## src/rtl/cpu_ctrl_hs.sv

```systemverilog
// Multi-cycle instruction sequencer for the 16-bit CPU: handshaked memory accesses,
// wait-timeout error trap and single-step debug pause between instructions.
module cpu_ctrl_hs #(
    parameter int TO_W    = 4,
    parameter int TIMEOUT = 15
) (
    input  logic       clk,
    input  logic       reset,
    input  logic [2:0] opcode,
    input  logic [1:0] op,
    input  logic [2:0] cond,
    input  logic [2:0] status,
    input  logic       mem_ready,
    input  logic       step_en,
    input  logic       step_go,
    output logic [8:0] to_dp,
    output logic [2:0] nsel,
    output logic [3:0] pc_sel,
    output logic       load_pc,
    output logic       addr_sel,
    output logic       load_ir,
    output logic       load_addr,
    output logic [1:0] mem_cmd,
    output logic       halt,
    output logic       mem_err,
    output logic       instr_done
);

    typedef enum logic [4:0] {
        st_reset, st_if, st_upd, st_dec, st_geta, st_getb, st_math, st_zero,
        st_wb, st_wimm, st_mem, st_mem2, st_ldr, st_stb, st_stc, st_stw,
        st_br, st_calld, st_calli, st_ret1, st_ret2, st_ret3, st_step,
        st_halt, st_err
    } state_t;

    // to_dp = {asel, bsel, write, vsel[1:0], loads, loadc, loadb, loada}
    localparam logic [8:0] DP_ASEL  = 9'h100;
    localparam logic [8:0] DP_BSEL  = 9'h080;
    localparam logic [8:0] DP_WRITE = 9'h040;
    localparam logic [8:0] DP_V_MEM = 9'h000;
    localparam logic [8:0] DP_V_IMM = 9'h010;
    localparam logic [8:0] DP_V_PC  = 9'h020;
    localparam logic [8:0] DP_V_C   = 9'h030;
    localparam logic [8:0] DP_LOADS = 9'h008;
    localparam logic [8:0] DP_LOADC = 9'h004;
    localparam logic [8:0] DP_LOADB = 9'h002;
    localparam logic [8:0] DP_LOADA = 9'h001;

    localparam logic [2:0] N_RN = 3'b100;
    localparam logic [2:0] N_RD = 3'b010;
    localparam logic [2:0] N_RM = 3'b001;

    localparam logic [TO_W-1:0] TO_LAST = TO_W'((TIMEOUT > 0) ? TIMEOUT - 1 : 0);

    state_t          state, state_next, done_next;
    logic [TO_W-1:0] wait_cnt;
    logic            waiting, timed_out, taken;
    logic [4:0]      opfn;

    assign opfn      = {opcode, op};
    assign waiting   = state inside {st_if, st_ldr, st_stw};
    assign timed_out = (TIMEOUT != 0) && waiting && !mem_ready && (wait_cnt == TO_LAST);
    assign done_next = step_en ? st_step : st_if;

    // status = {V, N, Z}
    always_comb begin
        case (cond)
            3'b000:  taken = 1'b1;
            3'b001:  taken = status[0];
            3'b010:  taken = !status[0];
            3'b011:  taken = status[1] ^ status[2];
            3'b100:  taken = (status[1] ^ status[2]) | status[0];
            default: taken = 1'b0;
        endcase
    end

    // Counter is cleared in every non-waiting state, which covers the clear-on-entry rule.
    always_ff @(posedge clk) begin
        if (reset) begin
            state    <= st_reset;
            wait_cnt <= '0;
            mem_err  <= 1'b0;
        end else begin
            state <= state_next;
            if (waiting && !mem_ready && !timed_out)
                wait_cnt <= wait_cnt + TO_W'(1);
            else
                wait_cnt <= '0;
            if (timed_out)
                mem_err <= 1'b1;
        end
    end

    always_comb begin
        state_next = state;
        case (state)
            st_reset: state_next = st_if;
            st_if: begin
                if (timed_out)      state_next = st_err;
                else if (mem_ready) state_next = st_upd;
            end
            st_upd: state_next = st_dec;
            st_dec: begin
                if (opcode == 3'b111)                     state_next = st_halt;
                else if (opcode == 3'b110 && op == 2'b10) state_next = st_wimm;
                else if (opcode == 3'b110)                state_next = st_getb;
                else if (opcode == 3'b001)                state_next = st_br;
                else if (opcode == 3'b010) begin
                    if (op == 2'b11)      state_next = st_calld;
                    else if (op == 2'b10) state_next = st_calli;
                    else                  state_next = st_ret1;
                end else                                  state_next = st_geta;
            end
            st_geta: state_next = (opcode == 3'b101) ? st_getb : st_mem;
            st_getb: state_next = (opfn == 5'b11000 || opfn == 5'b10111) ? st_zero : st_math;
            st_math: state_next = (opfn == 5'b10101) ? done_next : st_wb;
            st_zero: state_next = st_wb;
            st_wb, st_wimm, st_br, st_calld, st_ret3: state_next = done_next;
            st_mem:  state_next = st_mem2;
            st_mem2: state_next = (opcode == 3'b011) ? st_ldr : st_stb;
            st_ldr, st_stw: begin
                if (timed_out)      state_next = st_err;
                else if (mem_ready) state_next = done_next;
            end
            st_stb:   state_next = st_stc;
            st_stc:   state_next = st_stw;
            st_calli: state_next = st_ret1;
            st_ret1:  state_next = st_ret2;
            st_ret2:  state_next = st_ret3;
            st_step:  if (step_go) state_next = st_if;
            st_halt:  state_next = st_halt;
            st_err:   state_next = st_err;
            default:  state_next = st_halt;
        endcase
    end

    always_comb begin
        to_dp      = '0;
        nsel       = '0;
        pc_sel     = 4'b0001;
        load_pc    = 1'b0;
        addr_sel   = 1'b0;
        load_ir    = 1'b0;
        load_addr  = 1'b0;
        mem_cmd    = 2'b00;
        halt       = 1'b0;
        instr_done = 1'b0;
        case (state)
            st_reset: begin
                load_pc = 1'b1;
                pc_sel  = 4'b1000;
            end
            st_if: begin
                addr_sel = 1'b1;
                mem_cmd  = 2'b01;
                load_ir  = mem_ready;
            end
            st_upd: load_pc = 1'b1;
            st_geta: begin
                to_dp = DP_LOADA;
                nsel  = N_RN;
            end
            st_getb: begin
                to_dp = DP_LOADB;
                nsel  = N_RM;
            end
            st_math: begin
                to_dp      = DP_LOADC | DP_LOADS;
                instr_done = (opfn == 5'b10101);
            end
            st_zero: to_dp = DP_ASEL | DP_LOADC | DP_LOADS;
            st_wb: begin
                to_dp      = DP_WRITE | DP_V_C;
                nsel       = N_RD;
                instr_done = 1'b1;
            end
            st_wimm: begin
                to_dp      = DP_WRITE | DP_V_IMM;
                nsel       = N_RN;
                instr_done = 1'b1;
            end
            st_mem:  to_dp = DP_BSEL | DP_LOADC;
            st_mem2: load_addr = 1'b1;
            st_ldr: begin
                mem_cmd = 2'b01;
                if (mem_ready) begin
                    to_dp      = DP_WRITE | DP_V_MEM;
                    nsel       = N_RD;
                    instr_done = 1'b1;
                end
            end
            st_stb: begin
                to_dp = DP_LOADB;
                nsel  = N_RD;
            end
            st_stc: to_dp = DP_ASEL | DP_LOADC;
            st_stw: begin
                mem_cmd    = 2'b10;
                instr_done = mem_ready;
            end
            st_br: begin
                instr_done = 1'b1;
                if (taken) begin
                    load_pc = 1'b1;
                    pc_sel  = 4'b0010;
                end
            end
            st_calld: begin
                to_dp      = DP_WRITE | DP_V_PC;
                nsel       = N_RN;
                load_pc    = 1'b1;
                pc_sel     = 4'b0010;
                instr_done = 1'b1;
            end
            st_calli: begin
                to_dp = DP_WRITE | DP_V_PC;
                nsel  = N_RN;
            end
            st_ret1: begin
                to_dp = DP_LOADB;
                nsel  = N_RD;
            end
            st_ret2: to_dp = DP_ASEL | DP_LOADC;
            st_ret3: begin
                load_pc    = 1'b1;
                pc_sel     = 4'b0100;
                instr_done = 1'b1;
            end
            st_halt, st_err: halt = 1'b1;
            default: ;
        endcase
    end

endmodule

```

## config.mk

```make
export PLATFORM = sky130hd
export DESIGN_NAME = cpu_ctrl_hs
export DESIGN_NICKNAME = d
export VERILOG_FILES = /design/src/rtl/cpu_ctrl_hs.sv
export SDC_FILE = /design/constraint.sdc
export NUM_CORES = 1
export LEC_CHECK = 0
export CAP_MARGIN = 40
export CORE_MARGIN = 5
export CORE_UTILIZATION = 45
export DETAILED_ROUTE_END_ITERATION = 16
export DONT_BUFFER_PORTS = 1
export HOLD_SLACK_MARGIN = 0.02
export PLACE_DENSITY = 0.59
export RECOVER_POWER = 100
export SYNTH_ARGS = -nofsm -noshare
export SYNTH_HDL_FRONTEND = slang
export SYNTH_SLANG_ARGS = --single-unit
export TNS_END_PERCENT = 30
```

## constraint.sdc

```tcl
create_clock -name clk -period 4.4 [get_ports clk]
set_input_delay 0.44 -clock clk [delete_from_list [all_inputs] [get_ports clk]]
set_output_delay 0.44 -clock clk [all_outputs]
set_load 0.01 [all_outputs]
```

==> After elaboration in Yosys (flattened, before gate mapping) <==
Index checks and enable logic that the tools add are counted.
{ "word_totals": {"reg_bits": 10, "in_bits": 16, "out_inout_bits": 25, "elab_cells": 107} }
{ "classes": {"n_addsub": 1, "eq_ne": 43, "n_mux": 34, "bitwise": 3, "reduce_logical": 23} }
{ "ops": {"columns": ["op", "count"], "rows": [
  ["$pmux 5 s19", 1],
  ["$pmux 9 s10", 1],
  ["$eq 5x5->1 const B", 12],
  ["$mux 5", 12],
  ["$eq 5x4->1 const B", 8],
  ["$eq 5x3->1 const B", 4],
  ["$pmux 4 s4", 1],
  ["$eq 3x2->1 const B", 4],
  ["$eq 3x3->1 const B", 4],
  ["$pmux 3 s4", 1],
  ["$reduce_or 2->1", 6],
  ["$eq 5x2->1 const B", 2],
  ["$mux 1", 9],
  ["$reduce_or 4->1", 2],
  ["$mux 7", 1],
  ["$eq 3x1->1 const B", 2],
  ["$mux 2", 3],
  ["$ne 3x3->1 const B", 2],
  ["$reduce_or 3->1", 2],
  ["$eq 5x1->1 const B", 1],
  ["$logic_not 5->1", 1],
  ["$pmux 1 s5", 1],
  ["$reduce_or 5->1", 1],
  ["$add 4x1->4 const B", 1],
  ["16 further kinds", 22]
]} }

==> Longest topological paths before layout <==
{ "depth": {"word_depth": 9, "ltp_mapped": 8} }

==> Least setup slack after synthesis <==
Ideal clock, no wire load.
{ "synth_path": {"path_kind": "register to output", "startpoint": "register state[2]", "endpoint": "output nsel[1]", "arrival_time_ps": 1500, "required_ps": 3960, "setup_slack_ps": 2460, "stages_incl_launch_ff": 7, "path_cell_list": "dfxtp_1 > buf_2 > buf_2 > buf_4 > clkbuf_1 > nor2b_1 > o41ai_1"} }
{ "synth_between": {"elab_chain_len": 3, "word_cells_on_any_way": 12} }
{ "synth_rtl": {"columns": ["element", "line", "rtl"], "rows": [
  ["from (decl)", "55", "state_t state, state_next, done_next;"],
  ["from (signal assigned)", "80", "state <= st_reset;"],
  ["from (signal assigned)", "84", "state <= state_next;"],
  ["$eq 5x5->1 (tied with other cells)", "148", "case (state)"],
  ["$reduce_or 4->1 (no line) / $reduce_or 3->1 (equally long branches)", null, null],
  ["$pmux 3 s4 *", "148", null],
  ["to (decl)", "17", "output logic [2:0] nsel,"]
]} }
Mark *: on every way between the ends. The rest lies on a longest branch, timed or not.

==> Final worst setup path <==
{ "layout_path": {"startpoint": "register state[0]", "endpoint": "output load_ir"} }
{ "layout_between": {"elab_chain_len": 2} }
{ "layout_rtl": {"columns": ["element", "line", "rtl"], "rows": [
  ["$eq 5x1->1", "148", null],
  ["$mux 1", "148", null],
  ["to (decl)", "21", "output logic load_ir,"]
]} }
Every way passes these cells.

==> key figures <==
Die
  • Core area: 3050 um2
  • Die Ht: 66.4 um
  • Initial Utilization: 46.9%
  • Die Width: 66.4 um
  • # IOs: 41
  • Number of core rows: 20
  • Total Die Area: 4410 um2

Synth
  • FFs w/ async S/R, synth: 0%
  • Synth warn: 0
  • Cell with the most instances after synthesis: nor2_1
  • Post-synth top flop: dfxtp_1
  • Synth Register Bits: 10
  • Top cells by count, synth: 30 x nor2_1, 14 x a21oi_1, 12 x nand2b_1, 11 x nor3_1, 11 x o21ai_0
  • Average size of a mapped cell: 6.82 um2
  • Synth area leader: dfxtp_1
  • Top cells by area, synth: dfxtp_1 14%, nor2_1 7.9%, nand2b_1 5.2%
  • Post-synth net total: 228
  • Synth cell types: 56
  • Synthesized area: 1430 um2
  • Post-synth EDFFs: 0
  • Register area share after synthesis: 14.0%
  • Synth top area share: 14.0%
  • Post-Syn Instances: 210

Critical path
  • Slowest CP cell: dfxtp_1
  • Peak per-stage delay on the critical path: 860 ps
  • Cells on worst reg2reg path: 6
  • Startpoint types: flop
  • Worst-path cell chain: nand2b_1 -> nor4_1 -> and2_0
  • CP delay by family, top: simple AND/OR/NAND/NOR gates
  • FF-to-FF Start: state[2]$_SDFFE_PP0P_
  • Critical Path AT: 2490 ps
  • Critical path type: flop to output pin
  • Critical path peak fanout: 25
  • CP Buf/Inv Count: 0
  • Critical Path RT: 3960 ps
  • CP Capture Type: output pin
  • R2r setup slk: 1700 ps
  • Reg2reg end: state[1]$_SDFFE_PP0P_

Pwr
  • P_leak: 0.470 nW
  • Pwr/cell area: 574 nW/um2
  • Total power: 0.811 mW
  • Worst VDD drop: 0.290 mV

Placed design
  • Buffers on Ports: 0
  • HPWL Detailed: 3.15 mm
  • Placed cell areas: 1420 um2
  • Gpl congestion: 0.862

Final layout
  • Area growth syn-to-layout: -1.31%
  • Final instance area: 1410 um2
  • # nets final: 216
  • Share of cells above drive strength 1: 5.61%
  • Ant. Diodes: 0

Min path
  • Hold Path Stages: 1
  • WHS Endpoint: state[4]$_SDFFE_PP0P_
  • Hold Path Class: input port to flop
  • HP Start: reset

Clocking
  • Postcts setup bufs: 0
  • CTS tree: built
  • Hold Buf Count CTS: 0
  • Clk Latency, worst-skew pair: 270 ps
  • Clock Root Buffer: clkbuf_4
  • Post_cts resized: 0
  • Clk sinks: 10
  • CTS HTree Levels: 1
  • Max clock buf depth: 2
  • Clock-pin slew on the worst setup and hold paths: 60 ps
  • CTS buffer count: 3

Status
  • Outcome: finished clean

Route
  • ANT nets after route: 0
  • Drt pass-1 iters: 4
  • Total wire length: 4.19 mm
  • Via count: 1526
  • WL per Instance: 17.4 um
  • DRC Markers: 0
  • Starting DRT DRC Count: 145
  • Vias per inst: 6.36

GRT
  • First-pass GRT wire length: 6.96 mm
  • Number of global-route vias before repair: 1441
  • Total gr overflow: 0
  • Initial antenna violation count: 0
  • Largest net degree at the start of global routing: 31
  • GRT Total Usage: 19.8%

STA
  • Final Setup Violations: 0
  • Worst slew pin tran: 930 ps
  • Aggregate negative setup slack: 0 ps
  • Final Cycle Share: 66.5%
  • Max Clock Freq: 342 MHz
  • Fin. Hold Viols: 0
  • Slew Limit Fails: 0
  • Final Critical Period: 2930 ps
  • RSZ-0062 raised after global routing: false
  • Relative slew slack: 37.9%
  • Layout Skew: 5.54 ps

Job
  • Max-Cap Viols: 0
-- routing by layer --
layer	GRT usage, %	vias to the layer above	part of all wire [%]	wire length [um]
li1	-	751	-	-
met1	26.3	701	43	1800
met2	31.7	69	47	1950
met3	4.25	5	9.5	396
met4	6.09	0	1.1	45
met5	0	-	0	0
-- how the worst max path moves through the flow --
| stage | start | to | slack [ps] | cells past startpoint |
|---|---|---|---|---|
| final | state[0]$_SDFFE_PP0P_ | load_ir | 1470 | 3 |
| after global routing | state[0]$_SDFFE_PP0P_ | load_ir | 1220 | 3 |
| after CTS | state[3]$_SDFFE_PP0P_ | nsel[1] | 1690 | 2 |
| after detailed placement | state[3]$_SDFFE_PP0P_ | nsel[1] | 1990 | 2 |
| after global placement | state[2]$_SDFFE_PP0P_ | nsel[2] | 2040 | 4 |
| after floorplan | state[2]$_SDFFE_PP0P_ | nsel[1] | 2460 | 6 |
-- stage by stage --
step | hold slack [ps] | worst slack [ps] | cells | util (%)
detailed placement | 481 | 1990 | 237 | 46.5
CTS | 223 | 1690 | 240 | 47.2
global route | 227 | 1220 | 240 | 46.3
finish | 227 | 1470 | 240 | 46.3
floorplan | 457 | 2460 | 210 | -
global placement | 469 | 2040 | 235 | 45.5
-- final cells by class --
| class | instances | area (um2) |
|---|---|---|
| flip-flops and latches | 10 | 200 |
| multi-input cells | 174 | 1090 |
| clock buffers | 3 | 22.5 |
| well taps | 44 | 55.1 |
| repair buffers | 2 | 18.8 |
| inverters | 7 | 26.3 |
| fillers | 350 | 1640 |
-- sequential cells by signal, summed over array words and instances (netlist names) --
signal / count
mem_err: 1
state: 5
wait_cnt: 4
-- worst reg2reg max path: cells and delay by family (launching register included) --
kind / cells / cell delay, ps
buf+inv: 1 / 640
compound gates: 4 / 1030
flops: 1 / 650
simple gates: 1 / 260
-- where the power goes --
group          total (mW)  leakage, nW  switching [mW]  internal, mW
logic               0.548        0.375           0.338         0.210
registers           0.199       0.0814          0.0895         0.110
clock network      0.0640       0.0138          0.0323        0.0317
-- placed cells by master, fill, tap and decap left out, types with 3 or more instances in the layout --
cell	Yosys	layout
nor2_1	30	30
a21oi_1	14	14
nand2b_1	12	12
o21ai_0	11	11
nor3_1	11	11
dfxtp_1	10	10
a211oi_1	8	9
nor2b_1	8	8
nand2_1	8	8
inv_1	7	7
nand3_1	6	6
nor4_1	3	4
xnor2_1	4	4
and3_1	4	4
or3b_2	3	3
o31ai_1	3	3
o21a_1	3	3
a311oi_1	3	3
clkbuf_4	0	3
-- logic make-up (layout without fill, tap and decap cells) --
family / Yosys count / after routing / synth area share (%)
AO/OA/AOI/OAI: 63 / 63 / 31.7
adder cells (fa/ha/maj): 3 / 3 / 2.45
flip-flops: 10 / 10 / 14.0
AND/OR/NAND/NOR: 102 / 102 / 39.5
XOR/XNOR: 6 / 6 / 3.67
buffers and inverters: 26 / 12 / 8.73
Power figures use the tool's default switching activity.
